**config.mk**
```make
export PLATFORM = sky130hd
export DESIGN_NAME = seg7_frame_decoder
export DESIGN_NICKNAME = d
export VERILOG_FILES = /design/src/rtl/seg7_frame_decoder.sv
export SDC_FILE = /design/constraint.sdc
export NUM_CORES = 1
export LEC_CHECK = 0
export ABC_AREA = 1
export CAP_MARGIN = 25
export CORE_MARGIN = 5
export CORE_UTILIZATION = 45
export CTS_CLUSTER_SIZE = 14
export DETAILED_ROUTE_END_ITERATION = 16
export HOLD_SLACK_MARGIN = 0.06
export PLACE_DENSITY_LB_ADDON = 0.2
export SYNTH_ARGS = -nofsm -noshare
export SYNTH_HDL_FRONTEND = slang
export SYNTH_SLANG_ARGS = --single-unit
```
**constraint.sdc**
```tcl
create_clock -name clk -period 2.4 [get_ports clk]
set_clock_uncertainty 0.05 [all_clocks]
set_input_delay 0.24 -clock clk [delete_from_list [all_inputs] [get_ports clk]]
set_output_delay 0.24 -clock clk [all_outputs]
set_load 0.005 [all_outputs]
```
**src/rtl/seg7_frame_decoder.sv**
```systemverilog
// rtl/seg7_frame_decoder.sv - decodes strobed active-low 7-segment patterns into BCD digits and multi-digit frames
// Slot 0 sits in the most-significant nibble of frame; unrecognised patterns store 4'hF.

module seg7_frame_decoder #(
   parameter int DIGITS = 8
) (
   input  logic                  clk,
   input  logic                  rst_n,
   input  logic                  clr,
   input  logic                  seg_valid,
   input  logic [6:0]            seg_in,
   output logic                  digit_valid,
   output logic [3:0]            digit,
   output logic [2:0]            digit_idx,
   output logic                  frame_valid,
   output logic [4*DIGITS-1:0]   frame,
   output logic                  bad_seg,
   output logic [3:0]            bad_cnt
);

   localparam logic [2:0] LAST_IDX = 3'(DIGITS - 1);

   typedef enum logic {
      IDLE    = 1'b0,
      COLLECT = 1'b1
   } state_t;

   state_t                state;
   logic [2:0]            wr_idx;
   logic [4*DIGITS-1:0]   partial;

   logic [3:0]            dec_digit;
   logic                  dec_bad;
   logic [2:0]            cur_idx;
   logic                  last_slot;
   logic [4*DIGITS-1:0]   nxt_partial;

   // Exact-match table: any pattern not listed is treated as bad.
   always_comb begin
      dec_digit = 4'hF;
      case (seg_in)
         7'b1000000: dec_digit = 4'd0;
         7'b1111001: dec_digit = 4'd1;
         7'b0100100: dec_digit = 4'd2;
         7'b0110000: dec_digit = 4'd3;
         7'b0011001: dec_digit = 4'd4;
         7'b0010010: dec_digit = 4'd5;
         7'b0000010: dec_digit = 4'd6;
         7'b1011000: dec_digit = 4'd7;
         7'b0000000: dec_digit = 4'd8;
         7'b0010000: dec_digit = 4'd9;
         default:    dec_digit = 4'hF;
      endcase
      dec_bad = (dec_digit == 4'hF);
   end

   always_comb begin
      cur_idx     = (state == IDLE) ? 3'd0 : wr_idx;
      last_slot   = (cur_idx == LAST_IDX);
      nxt_partial = partial;
      nxt_partial[(DIGITS - 1 - int'(cur_idx)) * 4 +: 4] = dec_digit;
   end

   always_ff @(posedge clk or negedge rst_n) begin
      if (!rst_n) begin
         state       <= IDLE;
         wr_idx      <= 3'd0;
         partial     <= '0;
         frame       <= '0;
         digit_valid <= 1'b0;
         digit       <= 4'd0;
         digit_idx   <= 3'd0;
         frame_valid <= 1'b0;
         bad_seg     <= 1'b0;
         bad_cnt     <= 4'd0;
      end else begin
         digit_valid <= 1'b0;
         frame_valid <= 1'b0;
         bad_seg     <= 1'b0;
         if (clr) begin
            // Abort drops the sample and partial frame but keeps frame intact.
            state   <= IDLE;
            wr_idx  <= 3'd0;
            bad_cnt <= 4'd0;
         end else if (seg_valid) begin
            digit_valid <= 1'b1;
            digit       <= dec_digit;
            digit_idx   <= cur_idx;
            bad_seg     <= dec_bad;
            partial     <= nxt_partial;
            if (dec_bad && (bad_cnt != 4'd15)) begin
               bad_cnt <= bad_cnt + 4'd1;
            end
            if (last_slot) begin
               frame       <= nxt_partial;
               frame_valid <= 1'b1;
               state       <= IDLE;
               wr_idx      <= 3'd0;
            end else begin
               state  <= COLLECT;
               wr_idx <= cur_idx + 3'd1;
            end
         end
      end
   end

endmodule

```
# Word level (Yosys, flattened, before mapping)
# Cells that the tools add are included.
# word_totals
regBits	82
in_bits	11
output_inout_bits	46
elab_cells	55
# op_classes
n_addsub	4
eq_ne	12
n_shift	2
n_mux	19
n_bitwise	1
reduce_logical	7
# op_table
operator	n
$pmux W4 S10	1
$neg A6 Y33	1
$shift A4 B33 Y32 const A	1
$shiftx A4 B33 Y32	1
$bwmux W32	1
$eq A7 B5 Y1 const B	3
$eq A7 B7 Y1 const B	3
$eq A7 B6 Y1 const B	2
$mux W3	4
$mux W4	3
$mux W1	10
$eq A7 B2 Y1 const B	1
$logic_not A7 Y1	1
$add A4 B1 Y4 const B	1
$eq A4 B4 Y1 const B	1
$ne A4 B4 Y1 const B	1
$reduce_and A2 Y1	2
$reduce_bool A2 Y1	2
$sub A3 B3 Y4 const A	1
$add A3 B1 Y3 const B	1
$eq A3 B3 Y1 const B	1
$reduce_and A3 Y1	1
$logic_and A1 B1 Y1	1
$not A1 Y1	1

# Logic depth before layout (Yosys ltp)
# depth
word_depth	7
depth_mapped	12
depth_no_buf	12

# Worst setup path after synthesis
# OpenSTA, ideal clock, no wires.
# synth_path
path_type	reg2reg
from	reg state
to	reg frame[10]
setup_ns	0.117
arrival_time_ns	2.018
required_time_ns	2.233
slack_ns	0.215
path_stages_with_launch	10
path_buffers	0
period_less_slack_ns	2.185
path_cell_list	dfrtp_1 nand2_2 inv_2 ha_1 ha_1 inv_1 nor3_1 o21ai_0 nand2_1 nand2_1
# synth_between
elab_chain_cells	5
word_cells_on_any_way	8
# synth_rtl
element	line	source
from (decl)	28	state_t state;
from (signal assigned)	66	state <= IDLE;
from (signal assigned)	82	state <= IDLE;
from (signal assigned)	97	state <= IDLE;
$mux W3 (*)	58	cur_idx = (state == IDLE) ? 3'd0 : wr_idx;
net cur_idx[0]	34	logic [2:0] cur_idx;
$sub A3 B3 Y4	61	nxt_partial[(DIGITS - 1 - int'(cur_idx)) * 4 +: 4] = dec_digit;
$neg A6 Y33	61	
$shiftx A4 B33 Y32 or $shift A4 B33 Y32 (tied branches)	61	
$bwmux W32	61	
to (signal assigned)	95	frame <= nxt_partial;
to (decl)	16	output logic [4*DIGITS-1:0] frame,
# The timed path passes the listed nets; every way through them passes the cells marked *.
# A chain may end at the register's enable or synchronous reset.

# Worst setup path after layout
# layout_path
from	reg state
to	reg frame[16]
# The elaborated chain is that of the path after synthesis.

==> flow_metrics.env <==
export IMPL_outcome="complete, no violations"
export IMPL_dp_cells=642
export IMPL_cts_made_buffers=9
export IMPL_cp_top_family="simple AND/OR/NAND/NOR gates"
export IMPL_viasPerCell=5.09
export IMPL_layout_drive_gt1_share=0.0975
export IMPL_leakagePower_nw=2.34
export IMPL_drc=0
export IMPL_rsz0062_at_grt="no"
export IMPL_ys_seq_area_frac=0.532
export IMPL_path_clk_slew_ps=80
export IMPL_worst_path_buf_inv=2
export IMPL_root_buffer="clkbuf_8"
export IMPL_htreeDepth=3
export IMPL_grt_first_pass_wirelength_mm=16.0
export IMPL_antenna_found_initial=0
export IMPL_die_h_um=103
export IMPL_register_area_um2=2050
export IMPL_die_area_um2=10500
export IMPL_crit_arrival_ps=2390
export IMPL_period_minus_slack_ps=2200
export IMPL_ir_worst_vdd_v=0.000322
export IMPL_hold_path_class="in -> async"
export IMPL_power_density_nw_per_um2=583
export IMPL_cp_slowest_cell="nor4_4"
export IMPL_final_hold_viol_count=0
export IMPL_drv_slew=0
export IMPL_cts_tree="done"
export IMPL_synth_seq_cells=82
export IMPL_clock_latency_ps=350
export IMPL_cp_cell_sequence="nand2_2 > inv_1 > ha_1 > ha_4 > inv_2 > nor4_4 > nand3_1 > o21ai_0 > o21ai_1"
export IMPL_syn_to_final_growth_pct=26.0
export IMPL_syn_area_um2=3860
export IMPL_place_area_um2=4640
export IMPL_grt_overflow=0
export IMPL_cp_max_fo=8
export IMPL_critPathMaxStageDelay_ps=450
export IMPL_synth_top_area_frac=0.532
export IMPL_die_w_um=103
export IMPL_multi_input_area_um2=1640
export IMPL_grt_pass1_vias=3315
export IMPL_syn_inst=477
export IMPL_gp_congestion=0.898
export IMPL_via_count=3356
export IMPL_cp_end_kind="register"
export IMPL_yosysTopAreaCell="dfrtp_1"
export IMPL_grt_use_total=0.193
export IMPL_crit_type="reg -> reg"
export IMPL_nNetsFinal=566
export IMPL_drtIter0Drc=208
export IMPL_max_cap_viol_count=0
export IMPL_clock_sinks=82
export IMPL_fill_cells=754
export IMPL_finalSetupViolations=0
export IMPL_ant_nets=0
export IMPL_avgSynthCellArea_um2=8.09
export IMPL_port_buffers=56
export IMPL_slew_headroom=0.619
export IMPL_core_area_um2=8300
export IMPL_hpwl_mm=6.48
export IMPL_yosysWarningCount=0
export IMPL_worst_pin_slew_ps=568
export IMPL_cts_setup_buffers=0
export IMPL_clockBufferDepth=2
export IMPL_fp_row_count=33
export IMPL_synth_nets=494
export IMPL_design_area_um2=4860
export IMPL_synth_distinct_cells=26
export IMPL_fin_util=0.586
export IMPL_tns_ps=0
export IMPL_grt_start_max_net_pins=49
export IMPL_cp_required_ps=2590
export IMPL_firstDrtPassIters=5
export IMPL_period_share=0.919
export IMPL_clock_fmax_mhz=454
export IMPL_start_kind="register"
export IMPL_synthTopCellsByArea="dfrtp_1 53%, nand2_1 17%, nand3_1 7.0%, o21ai_0 6.0%, inv_1 2.4%"
export IMPL_diodes=0
export IMPL_stdcell_count=659
export IMPL_routedWlPerCell_um=13.8
export IMPL_io_pins=57
export IMPL_wl_mm=9.09
export IMPL_initial_core_util=0.465
## cells by family after synthesis
logic type / Yosys count / share of synthesized area
flip-flops: 82 / 0.532
buffers and inverters: 44 / 0.0457
AO/OA/AOI/OAI: 63 / 0.0833
XOR/XNOR: 1 / 0.00227
AND/OR/NAND/NOR: 281 / 0.318
adder cells (fa/ha/maj): 6 / 0.0194
## stage by stage
| step | setup slack, ps | power (mW) | hold slack, ps |
|---|---|---|---|
| after floorplan | 215 | 1.69 | -106 |
| after global placement | 217 | 1.83 | 198 |
| after detailed placement | 134 | 1.84 | 197 |
| after CTS | 124 | 2.87 | 354 |
| after global routing | 56.0 | 2.98 | 392 |
| final | 195 | 2.83 | 345 |
## worst paths after layout
kind / slack, ps / from / to / cells past startpoint
min reg2reg: 430 / partial[12]$_DFFE_PN0P_ / partial[12]$_DFFE_PN0P_ / 2
max in group asynchronous: 1260 / rst_n / frame[12]$_DFFE_PN0P_ / 3
max reg2reg: 200 / state$_DFFE_PN0P_ / frame[16]$_DFFE_PN0P_ / 9
min: 350 / rst_n / partial[1]$_DFFE_PN0P_ / 2
min in group clk: 430 / partial[12]$_DFFE_PN0P_ / partial[12]$_DFFE_PN0P_ / 2
max: 200 / state$_DFFE_PN0P_ / frame[16]$_DFFE_PN0P_ / 9
## power breakdown
part           internal, mW  switching (mW)  total (mW)
logic                 0.129           0.190       0.319
clock network         0.508           0.510        1.02
registers              1.45          0.0426        1.50
total                  2.09           0.743        2.83
## per-layer routing
| metal | vias up | track usage | share of wire |
|---|---|---|---|
| met2 | 86 | 0.286 | 0.44 |
| met1 | 1567 | 0.284 | 0.49 |
| met5 | - | 0 | 0 |
| met4 | 0 | 0.0807 | 0.019 |
| met3 | 13 | 0.0291 | 0.052 |
| li1 | 1690 | - | - |
## cell usage after synthesis (all sizes together)
cell    count
inv        28
buf         4
a21oi       1
o21ai      57
or2        15
nor3        8
nand2     178
xor2        1
nor2       24
o22ai       2
ha          6
nand3      54
clkinv      1
dfrtp      82
a31oi       3
nor4        1
nand4       1
clkbuf     11
## repair_timing
action                                  CTS  global route
gates resized for setup                   0             2
hold endpoints to repair                 36             0
hold buffers                              1             0
endpoints found under the setup margin    0             4
## worst register-to-register path: cells and delay by family, from the launching register on
family,cells,cell delay (ps)
buffers and inverters,2,150
AOI/OAI and AO/OA,2,230
and+or+nand+nor,3,710
adders and majority gates,2,520
DFF,1,440
## registers in the layout (all words and copies together), names as in the netlist, 3 cells and up
signal	flops
bad_cnt	4
partial	32
wr_idx	3
digit	4
frame	32
digit_idx	3
## placed cells by master (no fill, tap or decap), types with 2 or more instances in the layout
master / count
a31oi_1: 3
buf_4: 19
clkbuf_8: 10
clkdlybuf4s50_1: 55
clkinvlp_4: 3
dfrtp_1: 82
ha_1: 5
inv_1: 24
inv_2: 4
nand2_1: 173
nand2_2: 5
nand3_1: 54
nor2_1: 21
nor2_2: 2
nor3_1: 7
o21ai_0: 46
o21ai_1: 11
o22ai_1: 2
or2_1: 12
or2_2: 3
## area by class of cell
type / count / area share
repair buffers: 76 / 0.149
clock inverters: 6 / 0.0136
flip-flops and latches: 82 / 0.422
multi-input cells: 351 / 0.338
well taps: 105 / 0.0270
clock buffers: 10 / 0.0283
inverters: 29 / 0.0224
No activity file was read; power rests on OpenSTA's default activity.
